File: src/rtl/clkdiv_pkg.sv
// -----------------------------------------------------------------------------
// clkdiv_pkg
// Shared constants, types and helpers for the programmable clock divider.
//   CNT_W_DEFAULT : default width of the divide ratio and period counter
//   div_t         : ratio/counter type at the default width
//   half_ceil(n)  : ceil(n/2), the number of low cycles of out_clk for ratio n
//   sanitize(n)   : maps a requested ratio of 0 onto 1
// -----------------------------------------------------------------------------
package clkdiv_pkg;

  localparam int CNT_W_DEFAULT = 8;

  typedef logic [CNT_W_DEFAULT-1:0] div_t;

  // Helpers work on 32 bits so they can serve any parameterised width;
  // callers cast the result back to their own width.
  function automatic logic [31:0] half_ceil(input logic [31:0] n);
    return (n + 32'd1) >> 1;
  endfunction

  function automatic logic [31:0] sanitize(input logic [31:0] n);
    return (n == 32'd0) ? 32'd1 : n;
  endfunction

endpackage

File: src/rtl/clkdiv_ratio_shadow.sv
// -----------------------------------------------------------------------------
// clkdiv_ratio_shadow
// Holds the active divide ratio plus a one-deep shadow of a requested ratio.
// A new ratio only becomes active on an apply strobe (period wrap or
// synchronous clear), so a running period is never cut short or stretched.
// Ports:
//   clk, rst      clock, asynchronous active-low reset
//   apply         period boundary this cycle (wrap edge or sync_clr)
//   div_load      strobe: capture div_val as the requested ratio
//   div_val       requested ratio (0 treated as 1)
//   cur_div       active ratio (registered)
//   cur_div_next  value cur_div takes at the coming edge
//   load_ack      one-cycle pulse in the first cycle a new ratio is active
// -----------------------------------------------------------------------------
module clkdiv_ratio_shadow
  import clkdiv_pkg::*;
#(
  parameter int CNT_W     = CNT_W_DEFAULT,
  parameter int DIV_RESET = 2
) (
  input  logic             clk,
  input  logic             rst,
  input  logic             apply,
  input  logic             div_load,
  input  logic [CNT_W-1:0] div_val,
  output logic [CNT_W-1:0] cur_div,
  output logic [CNT_W-1:0] cur_div_next,
  output logic             load_ack
);

  logic [CNT_W-1:0] shadow_reg;
  logic [CNT_W-1:0] shadow_next;
  logic [CNT_W-1:0] load_val;
  logic             pending_reg;
  logic             pending_next;
  logic             ack_next;

  assign load_val = CNT_W'(sanitize(32'(div_val)));

  always_comb begin
    shadow_next  = shadow_reg;
    pending_next = pending_reg;
    cur_div_next = cur_div;
    ack_next     = 1'b0;
    if (apply) begin
      // A load arriving in the boundary cycle itself skips the shadow and
      // wins over anything already pending.
      if (div_load) begin
        cur_div_next = load_val;
        pending_next = 1'b0;
        ack_next     = 1'b1;
      end else if (pending_reg) begin
        cur_div_next = shadow_reg;
        pending_next = 1'b0;
        ack_next     = 1'b1;
      end
    end else if (div_load) begin
      // Last load before the boundary wins; still only one ack.
      shadow_next  = load_val;
      pending_next = 1'b1;
    end
  end

  always_ff @(posedge clk or negedge rst) begin
    if (!rst) begin
      cur_div     <= CNT_W'(DIV_RESET);
      shadow_reg  <= CNT_W'(DIV_RESET);
      pending_reg <= 1'b0;
      load_ack    <= 1'b0;
    end else begin
      cur_div     <= cur_div_next;
      shadow_reg  <= shadow_next;
      pending_reg <= pending_next;
      load_ack    <= ack_next;
    end
  end

endmodule

File: src/rtl/programmable_clock_divider.sv
// -----------------------------------------------------------------------------
// programmable_clock_divider
// Run-time programmable integer clock divider producing a divided
// clock-enable waveform and a one-cycle end-of-period tick.
// Ports:
//   clk       clock
//   rst       asynchronous active-low reset
//   en        1 = count; 0 = freeze counter and out_clk, tick forced low
//   sync_clr  restart the current period (priority over en and loads)
//   div_val   requested ratio (0 treated as 1), sampled with div_load
//   div_load  strobe capturing div_val into the shadow register
//   load_ack  one-cycle pulse when a new ratio becomes active
//   cur_div   active ratio N
//   out_clk   divided waveform: low ceil(N/2) cycles, high floor(N/2)
//   tick      high during the last cycle of each period
// -----------------------------------------------------------------------------
module programmable_clock_divider
  import clkdiv_pkg::*;
#(
  parameter int CNT_W     = CNT_W_DEFAULT,
  parameter int DIV_RESET = 2
) (
  input  logic             clk,
  input  logic             rst,
  input  logic             en,
  input  logic             sync_clr,
  input  logic [CNT_W-1:0] div_val,
  input  logic             div_load,
  output logic             load_ack,
  output logic [CNT_W-1:0] cur_div,
  output logic             out_clk,
  output logic             tick
);

  logic [CNT_W-1:0] cnt_reg;
  logic [CNT_W-1:0] cnt_next;
  logic [CNT_W-1:0] cur_div_next;
  logic             wrap;
  logic             apply;
  logic             out_clk_next;
  logic             tick_next;

  // cur_div is always >= 1, so the subtraction cannot underflow.
  assign wrap  = en && (cnt_reg == cur_div - CNT_W'(1));
  assign apply = sync_clr || wrap;

  clkdiv_ratio_shadow #(
    .CNT_W     (CNT_W),
    .DIV_RESET (DIV_RESET)
  ) u_shadow (
    .clk          (clk),
    .rst          (rst),
    .apply        (apply),
    .div_load     (div_load),
    .div_val      (div_val),
    .cur_div      (cur_div),
    .cur_div_next (cur_div_next),
    .load_ack     (load_ack)
  );

  always_comb begin
    cnt_next = cnt_reg;
    if (sync_clr) begin
      cnt_next = '0;
    end else if (en) begin
      cnt_next = wrap ? '0 : cnt_reg + CNT_W'(1);
    end
  end

  // Outputs are computed from the counter and ratio that will be live after
  // the edge, so the registered outputs line up with the registered count.
  always_comb begin
    out_clk_next = (32'(cnt_next) >= half_ceil(32'(cur_div_next)));
    tick_next    = en && !sync_clr && (cnt_next == cur_div_next - CNT_W'(1));
  end

  always_ff @(posedge clk or negedge rst) begin
    if (!rst) begin
      cnt_reg <= '0;
      out_clk <= 1'b0;
      tick    <= 1'b0;
    end else begin
      cnt_reg <= cnt_next;
      out_clk <= out_clk_next;
      tick    <= tick_next;
    end
  end

endmodule

File: config.mk
export PLATFORM = sky130hd
export DESIGN_NAME = programmable_clock_divider
export DESIGN_NICKNAME = d
export VERILOG_FILES = /design/src/rtl/clkdiv_pkg.sv /design/src/rtl/clkdiv_ratio_shadow.sv /design/src/rtl/programmable_clock_divider.sv
export SDC_FILE = /design/constraint.sdc
export NUM_CORES = 1
export LEC_CHECK = 0
export CORE_MARGIN = 4
export CORE_UTILIZATION = 46
export CTS_CLUSTER_DIAMETER = 60
export DETAILED_ROUTE_END_ITERATION = 10
export PLACE_DENSITY = 0.68
export SKIP_CTS_REPAIR_TIMING = 1
export SLEW_MARGIN = 20
export SYNTH_ARGS = -nofsm -noshare
export SYNTH_HDL_FRONTEND = slang
export SYNTH_HIERARCHICAL = 1
export SYNTH_SLANG_ARGS = --single-unit
File: constraint.sdc
create_clock -name clk -period 10.7 [get_ports clk]
set_clock_uncertainty 0.15 [all_clocks]
set_input_delay 2.14 -clock clk [delete_from_list [all_inputs] [get_ports clk]]
set_output_delay 2.14 -clock clk [all_outputs]
set_load 0.02 [all_outputs]
# ---- Word-level counts from Yosys, hierarchy flattened
# Cells that the tools add are included.
dict set report totals {
  input_bits 13
  word_cells 35
  latchBits 0
  mem_count 0
  register_bits 28
  ram_bits 0
  rom_bits 0
}
dict set report op_classes {
  shift 0
  mul 0
  n_mux 12
  n_addsub 4
  bitwise 1
  n_reduce_logical 8
  eq_ne 2
  div_mod_pow 0
  magnitude_cmp 1
}
# op n
set op_table {}
lappend op_table {{8-bit two-way mux} 7}
lappend op_table {{8-bit == test} 2}
lappend op_table {{8-bit by 1-bit subtractor with 8-bit output (second input constant)} 2}
lappend op_table {{8-bit by 1-bit adder with 9-bit output (second input constant)} 1}
lappend op_table {{8-bit by 1-bit adder with 8-bit output (second input constant)} 1}
lappend op_table {{8-bit >= comparator} 1}
lappend op_table {{8-bit logical NOT} 1}
lappend op_table {{1-bit two-way mux} 5}
lappend op_table {{1-bit logical AND} 3}
lappend op_table {{2-bit AND reduction} 1}
lappend op_table {{2-bit nonzero test} 1}
lappend op_table {{1-bit logical NOT} 1}
lappend op_table {{1-bit logical OR} 1}
lappend op_table {{1-bit inverter} 1}

# ---- Longest topological paths before layout
# Gate-level depths: netlist of run 1.
dict set report logic_depth {
  word_depth 8
  depth_mapped 21
}

# ---- Modules after synthesis
# The synthesis of run 1 kept the hierarchy.
# module area_per_inst_um2 cells_each instances
set modules_own_cells {}
lappend modules_own_cells {programmable_clock_divider 1176.1 142 1}
lappend modules_own_cells {clkdiv_ratio_shadow 803.3 60 1}

# ---- Least setup slack after synthesis of run 1
# No wires, ideal clock.
dict set report synth_timing {
  path_type {input-to-reg}
  start {input port en}
  end {register out_clk}
  setup_time_ns 0.126
  path_stages 18
  n_path_buf 2
  setup_slack_ns 5.519
  arrival_time_ns 4.905
  cell_sequence {nand3_1 > a211oi_1 > nand4_1 > nand2b_1 > buf_4 > clkbuf_1 > a31oi_1 > nand3_1 > inv_1 > ha_1 > ha_1 > nand2b_1 > a21o_1 > a21o_1 > a21oi_1 > nor2b_1 > o21ai_0 > a21oi_1}
}
dict set report synth_via {
  elab_chain_cells 5
  word_cells_on_any_way 8
  classes_between {1 x add/sub; 1 x order compare; 4 x mux; 2 x reduce/logical}
}
# element line_no
set synth_lines {}
lappend synth_lines {{start, declared} programmable_clock_divider.sv:25} ;# input logic en,
lappend synth_lines {{1-bit logical AND} programmable_clock_divider.sv:44} ;# assign wrap = en && (cnt_reg == cur_div - CNT_W'(1));
lappend synth_lines {{1-bit logical OR} programmable_clock_divider.sv:45} ;# assign apply = sync_clr || wrap;
lappend synth_lines {{named net apply} programmable_clock_divider.sv:39} ;# logic apply;
lappend synth_lines {{8-bit two-way mux} clkdiv_ratio_shadow.sv:45} ;# if (apply) begin
lappend synth_lines {{named net cur_div_next[0]} programmable_clock_divider.sv:37} ;# logic [CNT_W-1:0] cur_div_next;
lappend synth_lines {{8-bit by 1-bit adder with 9-bit output} clkdiv_pkg.sv:18} ;# return (n + 32'd1) >> 1;
lappend synth_lines {{8-bit >= comparator} programmable_clock_divider.sv:73} ;# out_clk_next = (32'(cnt_next) >= half_ceil(32'(cur_div_next)));
lappend synth_lines {{named net out_clk_next} programmable_clock_divider.sv:40} ;# logic out_clk_next;
lappend synth_lines {{end signal, assigned} programmable_clock_divider.sv:84} ;# out_clk <= out_clk_next;
lappend synth_lines {{end, declared} programmable_clock_divider.sv:31} ;# output logic out_clk,
# The timed path passes the listed nets, and every way through them passes these cells.
# A chain may end at the register's enable or synchronous reset.

# ---- Worst setup path after layout of run 1
dict set report layout_timing {
  start {input port en}
  end {register out_clk}
}
dict set report layout_via {
  elab_chain_cells 5
  word_cells_on_any_way 8
  classes_between {1 x add/sub; 1 x order compare; 4 x mux; 2 x reduce/logical}
}
# element line_no
set layout_lines {}
lappend layout_lines {{1-bit logical AND} programmable_clock_divider.sv:44}
lappend layout_lines {{1-bit logical OR} programmable_clock_divider.sv:45}
lappend layout_lines {{8-bit two-way mux} clkdiv_ratio_shadow.sv:45}
lappend layout_lines {{named net cur_div_next[1]} programmable_clock_divider.sv:37}
lappend layout_lines {{8-bit by 1-bit adder with 9-bit output} clkdiv_pkg.sv:18}
lappend layout_lines {{8-bit >= comparator} programmable_clock_divider.sv:73}
lappend layout_lines {{named net out_clk_next} programmable_clock_divider.sv:40}
# The timed path passes the listed nets, and every way through them passes these cells.

==> results of run 1 <==
## worst max path at each step
stage,end,depth (start not counted),slack (ns),from
finish,out_clk,17,4.59,en
CTS,out_clk,17,4.63,en
global placement,out_clk,17,4.42,en
detailed placement,out_clk,17,4.34,en
global route,out_clk,17,4.13,en
floorplan,out_clk,18,5.52,en
## final cells by class
class                           count  area, um2
Clock buffer                        4       55.1
Fill cell                         385       1800
Inverter                            8       30.0
Multi-Input combinational cell    159       1200
Sequential cell                    28        703
Tap cell                           50       62.6
Timing Repair Buffer               24        238
## per-layer routing
layer / vias to the layer above / global-route usage, %
met1: 761 / 27.8
met2: 32 / 27.3
met4: 0 / 6.64
met5: - / 0
li1: 779 / -
met3: 5 / 3.28
## kinds of logic after synthesis
| kind of cell | Yosys count | synth area share (%) |
|---|---|---|
| simple gates | 70 | 19.1 |
| compound gates | 39 | 14.9 |
| xor+xnor | 31 | 13.7 |
| flops | 28 | 35.5 |
| buf+inv | 15 | 3.86 |
| fa+ha+maj | 12 | 7.59 |
| mux | 7 | 5.31 |
## critical path: cells and delay by family
family | cells | cell delay [ns]
buf+inv | 2 | 0.70
fa+ha+maj | 2 | 0.52
compound gates | 8 | 1.72
simple gates | 5 | 1.03
## cell usage in the layout (no fill, tap or decap), types with 5 or more instances in the layout
cell type	count
a22o_1	15
xor2_1	15
nand4_1	5
dfrtp_1	26
nand2_1	6
nor2b_1	9
nor2_1	16
inv_1	8
a21oi_1	5
clkdlybuf4s50_1	23
mux2_4	7
xnor2_1	16
nand3_1	10
ha_1	12
## report_power, final
part / total, W / internal, W / switching (W)
logic: 0.000123 / 0.0000597 / 0.0000634
registers: 0.000133 / 0.000119 / 0.0000147
clock network: 0.0000649 / 0.0000330 / 0.0000319
## through the flow
step	power [W]	instance area, um2	setup WS, ns	util (%)
2_1_floorplan	0.000219	1980	5.52	-
3_3_place_gp	0.000257	2230	4.42	54.7
3_5_place_dp	0.000258	2230	4.34	54.7
4_1_cts	0.000323	2290	4.63	56.0
5_1_grt	0.000342	2290	4.13	56.0
6_report	0.000321	2290	4.59	56.0
==> impl_results.md, run 1 <==
- Slew Viols, Final: 0
- GRT Total Usage: 18.7%
- Met1 WL: 2270 um
- Max-cap check violation count: 0
- Synth area leaders: dfrtp_1 (33%), ha_1 (7.6%), xnor2_1 (7.1%), a22o_1 (6.6%), xor2_1 (6.6%)
- Hold Path Origin: u_shadow/shadow_reg[2]
- Crit path capture type: flip-flop
- Unique masters post-synth: 40
- Top FF cell, synth: dfrtp_1
- Yosys top cell area share: 32.9%
- Mapped Nets: 227
- Most common cell in the netlist: dfrtp_1
- Worst path cell trace: clkdlybuf4s50_1, nand3_1, a211oi_1, nand4_1, nand2b_1, o21ai_1, a22o_1, inv_1, ha_1, ha_1, nand2b_1, a21o_1, a21o_1, a21oi_1, nor2b_1, o21ai_0, a21oi_1
- Post-synthesis register bit count: 28
- Reg2reg start: u_shadow/cur_div[2]
- # H-tree levels: 1
- Max rail drop VDD: 0.0723 mV
- Outcome: completed
- Worst Tran Pin Value: 0.697 ns
- Setup-failing EPs final: 0
- Worst hold slack: 0.376 ns
- Static leakage: 0.996 nW
- Crit Path Max Fanout: 22
- Number of flops mapped to enable cells by yosys: 0
- Mapped Area: 1980 um2
- Buffers on Ports: 23
- Number of vias per cell: 5.78
- DR top layer: met4
- Final min period: 6.11 ns
- Largest net degree at the start of global routing: 29
- Die height: roughly 74 um
- Largest stage delay on the critical path: slightly below 0.6 ns
- Layout area overhead: 15.6%
- Die X: 73.6 um
- Ys async rst share: 100%
- Row cnt: 23
- Top cells by count, synth: dfrtp_1 (26), nor2_1 (16), xnor2_1 (16)
- CTS buffer count: 3
- Total number of vias: 1577
- Detail-routed net length per standard cell: 16.5 um
- Vias in the first global route: 1605
- Cells after Synth: 202
- Clk slew on worst S/H paths: about 0.09 ns
- Clk_lat worst skew: about 0.27 ns
- Critical path type: in -> reg
- Worst path slowest cell: clkdlybuf4s50_1
- IO Count: 24
- Critical Path RT: between 10 and 15 ns
- Worst hold path endpoint: u_shadow/shadow_reg[2]
- Syn avg cell area: 9.80 um2
- Flop2flop setup slack: 5.75 ns
- Initial antenna violation count: 0
- CTS Sinks: 28
- DP HPWL: 3460 um
- Worst r2r dst: out_clk
- Crit path arrival time: 6.12 ns
- Worst r2r path cells: 17
- Drt total wl: about 4500 um
- Iter 0 DRT Violations: between 80 and 90
- Routed Antenna Nets: 0
- Root Buffer: clkbuf_8
- WHS Path Cells: 1
- Fmax: 164 MHz
- Longest Clk Path Bufs: 2
- Synth warn: 6
- WL met2: roughly 2000 um
- Detailed-router iteration count before antenna repair: 4
- RSZ-0062 raised after global routing: no
- Sequential share of the synthesized area: 35.5%
- Global placement routability congestion: between 0.8 and 0.9
- Core area: 4090 um2
- CTS tree: built
- First-pass GRT wire length: 7680 um
- Antenna fix cells: 0
- Initial core utilization: 48.4%
- Met3 Wirelength: 183 um
- Slew headroom: a little over half
- GRT overflow: 0
- Non-filler cells, final: roughly 270
- Setup TNS: 0 ns
- DRC violations left: 0
- Die ar.: 5420 um2
- Yosys top cell by area: dfrtp_1
- Hold Path Class: reg -> reg
- Nets: 249
- Fin. Hold Viols: 0
- Total power per unit cell area: 140 nW/um2
- Crit path launch type: input port
- Cells after DPL: 269
- Fin crit share: 57.1%
- Layout cells sized above 1: 7.17%
(Power assumes the default switching activity.)
==> inputs of run 2 (changes only) <==
==> constraint.sdc (replaced) <==
create_clock -name clk -period 6.3 [get_ports clk]
set_clock_uncertainty 0.15 [all_clocks]
set_input_delay 1.26 -clock clk [delete_from_list [all_inputs] [get_ports clk]]
set_output_delay 1.26 -clock clk [all_outputs]
set_load 0.02 [all_outputs]
==> run 2 against run 1 <==
Effect of this change:
- utilization up 0.58 points
- die area unchanged
- sequential share of layout area down 0.32 points
- register-to-register slack worse by 4.2 ns
- final area up 1.0%
- largest cell class unchanged
- clock power up 120%
- critical path type unchanged
- largest power group unchanged
- sequential power up 70%
==> impl_results.md, run 2 (synthesis results as in run 1) <==
- Core area: a little over 4000 um2
- Detailed-router iteration count before antenna repair: 4
- Crit path arrival time: 5.05 ns
- Drt total wl: 4630 um
- Clk slew on worst S/H paths: 0.10 ns
- # H-tree levels: 1
- Setup ws final: roughly 1.3 ns
- Layout area overhead: 16.8%
- Detail-routed net length per standard cell: 16.9 um
- Longest Clk Path Bufs: 2
- Antenna fix cells: 0
- Die height: 73.6 um
- Layout cells sized above 1: 7.59%
- GRT Total Usage: approximately 18%
- Max-cap check violation count: 0
- Commonest non-fill, non-tap cell in the layout: dfrtp_1
- Fmax: slightly below 200 MHz
- Iter 0 DRT Violations: 111
- Place WS: between 1 and 1.5 ns
- Crit path capture type: flip-flop
- Die X: 73.6 um
- Crit path launch type: input port
- Sequential cell area: 703 um2
- Fin crit share: roughly four fifths
- Hold Path Class: reg -> reg
- DP HPWL: 3400 um
- Global placement routability congestion: 0.853
- Routed Antenna Nets: 0
- Row cnt: 23
- Setup TNS: 0 ns
- Fin. Hold Viols: 0
- Nets: 250
- Fill cell count: 363
- Final min period: 5.03 ns
- First-pass GRT wire length: 7510 um
- Clk_lat worst skew: 0.28 ns
- DRC violations left: 0
- Initial antenna violation count: 0
- Outcome: completed
- Slew headroom: about three fifths
- Worst Tran Pin Value: 0.573 ns
- RSZ-0062 raised after global routing: no
- Largest net degree at the start of global routing: 29
- Non-filler cells, final: about 270
- Critical Path RT: 6.32 ns
- Total number of vias: ~1600
- Initial core utilization: 48.4%
- Cells after DPL: 270
- Buffers on Ports: 23
- CTS tree: built
- Die ar.: 5420 um2
- Crit Path Max Fanout: 14
- Root Buffer: clkbuf_8
- Setup-failing EPs final: 0
- IO Count: 24
- Max rail drop VDD: 0.119 mV
- Vias in the first global route: 1488
- CTS buffer count: 3
- Total power per unit cell area: 251 nW/um2
- GRT overflow: 0
- Static leakage: 1.01 nW
- Area after DPL: 2240 um2
- Critical path type: in -> reg
- Number of vias per cell: 5.80
- Most frequent cells in the layout: dfrtp_1 (26), clkdlybuf4s50_1 (23), xnor2_1 (16), nor2_1 (16)
- Slew Viols, Final: 0
- Fin area: 2310 um2
- Area of the multi-input gates: 1200 um2
- CTS Sinks: 28
-- run 2: layout make-up --
class	count	area share (%)
Tap cell	50	2.71
Timing Repair Buffer	25	10.6
Sequential cell	28	30.4
Multi-Input combinational cell	159	51.9
Inverter	8	1.30
Clock inverter	1	1.30
Clock buffer	3	1.79
-- run 2: final timing paths --
| check | slack, ns | endpoint | start | cells past startpoint |
|---|---|---|---|---|
| max in group asynchronous | 4.49 | u_shadow/shadow_reg[1] | rst | 2 |
| worst max register to register | 1.59 | out_clk | u_shadow/cur_div[2] | 17 |
| worst max-delay path | 1.27 | out_clk | en | 17 |
| worst min register to register | 0.37 | u_shadow/shadow_reg[5] | u_shadow/shadow_reg[5] | 1 |
| worst min-delay path | 0.37 | u_shadow/shadow_reg[5] | u_shadow/shadow_reg[5] | 1 |
| min in group asynchronous | 1.20 | cnt_reg[7] | rst | 2 |
-- run 2: metrics by stage --
step	hold WS (ns)	util, %	total power (W)
finish	0.370	56.6	0.000580
global placement	0.344	54.8	0.000437
CTS	0.371	56.6	0.000581
global route	0.377	56.6	0.000615
floorplan	0.332	-	0.000372
detailed placement	0.344	54.8	0.000437
-- run 2: critical path, stage by stage --
cell and delay [ns]:
clkdlybuf4s50_1 0.61, nand3_1 0.12, a211oi_1 0.23, nand4_1 0.18, nand2b_1 0.39, o21ai_1 0.33
a22o_1 0.41, inv_1 0.11, ha_1 0.26, ha_1 0.27, nand2b_1 0.14, a21o_1 0.17
a21o_1 0.16, a21oi_1 0.13, nor2b_1 0.05, o21ai_0 0.15, a21oi_1 0.08
-- run 2: report_power, final --
| group | total, W | internal (W) | switching (W) |
|---|---|---|---|
| sequential | 0.000226 | 0.000202 | 0.0000241 |
| clock | 0.000142 | 0.0000850 | 0.0000574 |
| combinational | 0.000212 | 0.000102 | 0.000110 |
| total | 0.000580 | 0.000388 | 0.000192 |
-- run 2: per-layer routing --
metal	GRT usage [%]	up-vias	routed length, um
li1	-	778	-
met1	28.4	750	2290
met2	24.7	50	1970
met3	3.01	10	268
met4	7.65	0	97
met5	0	-	0
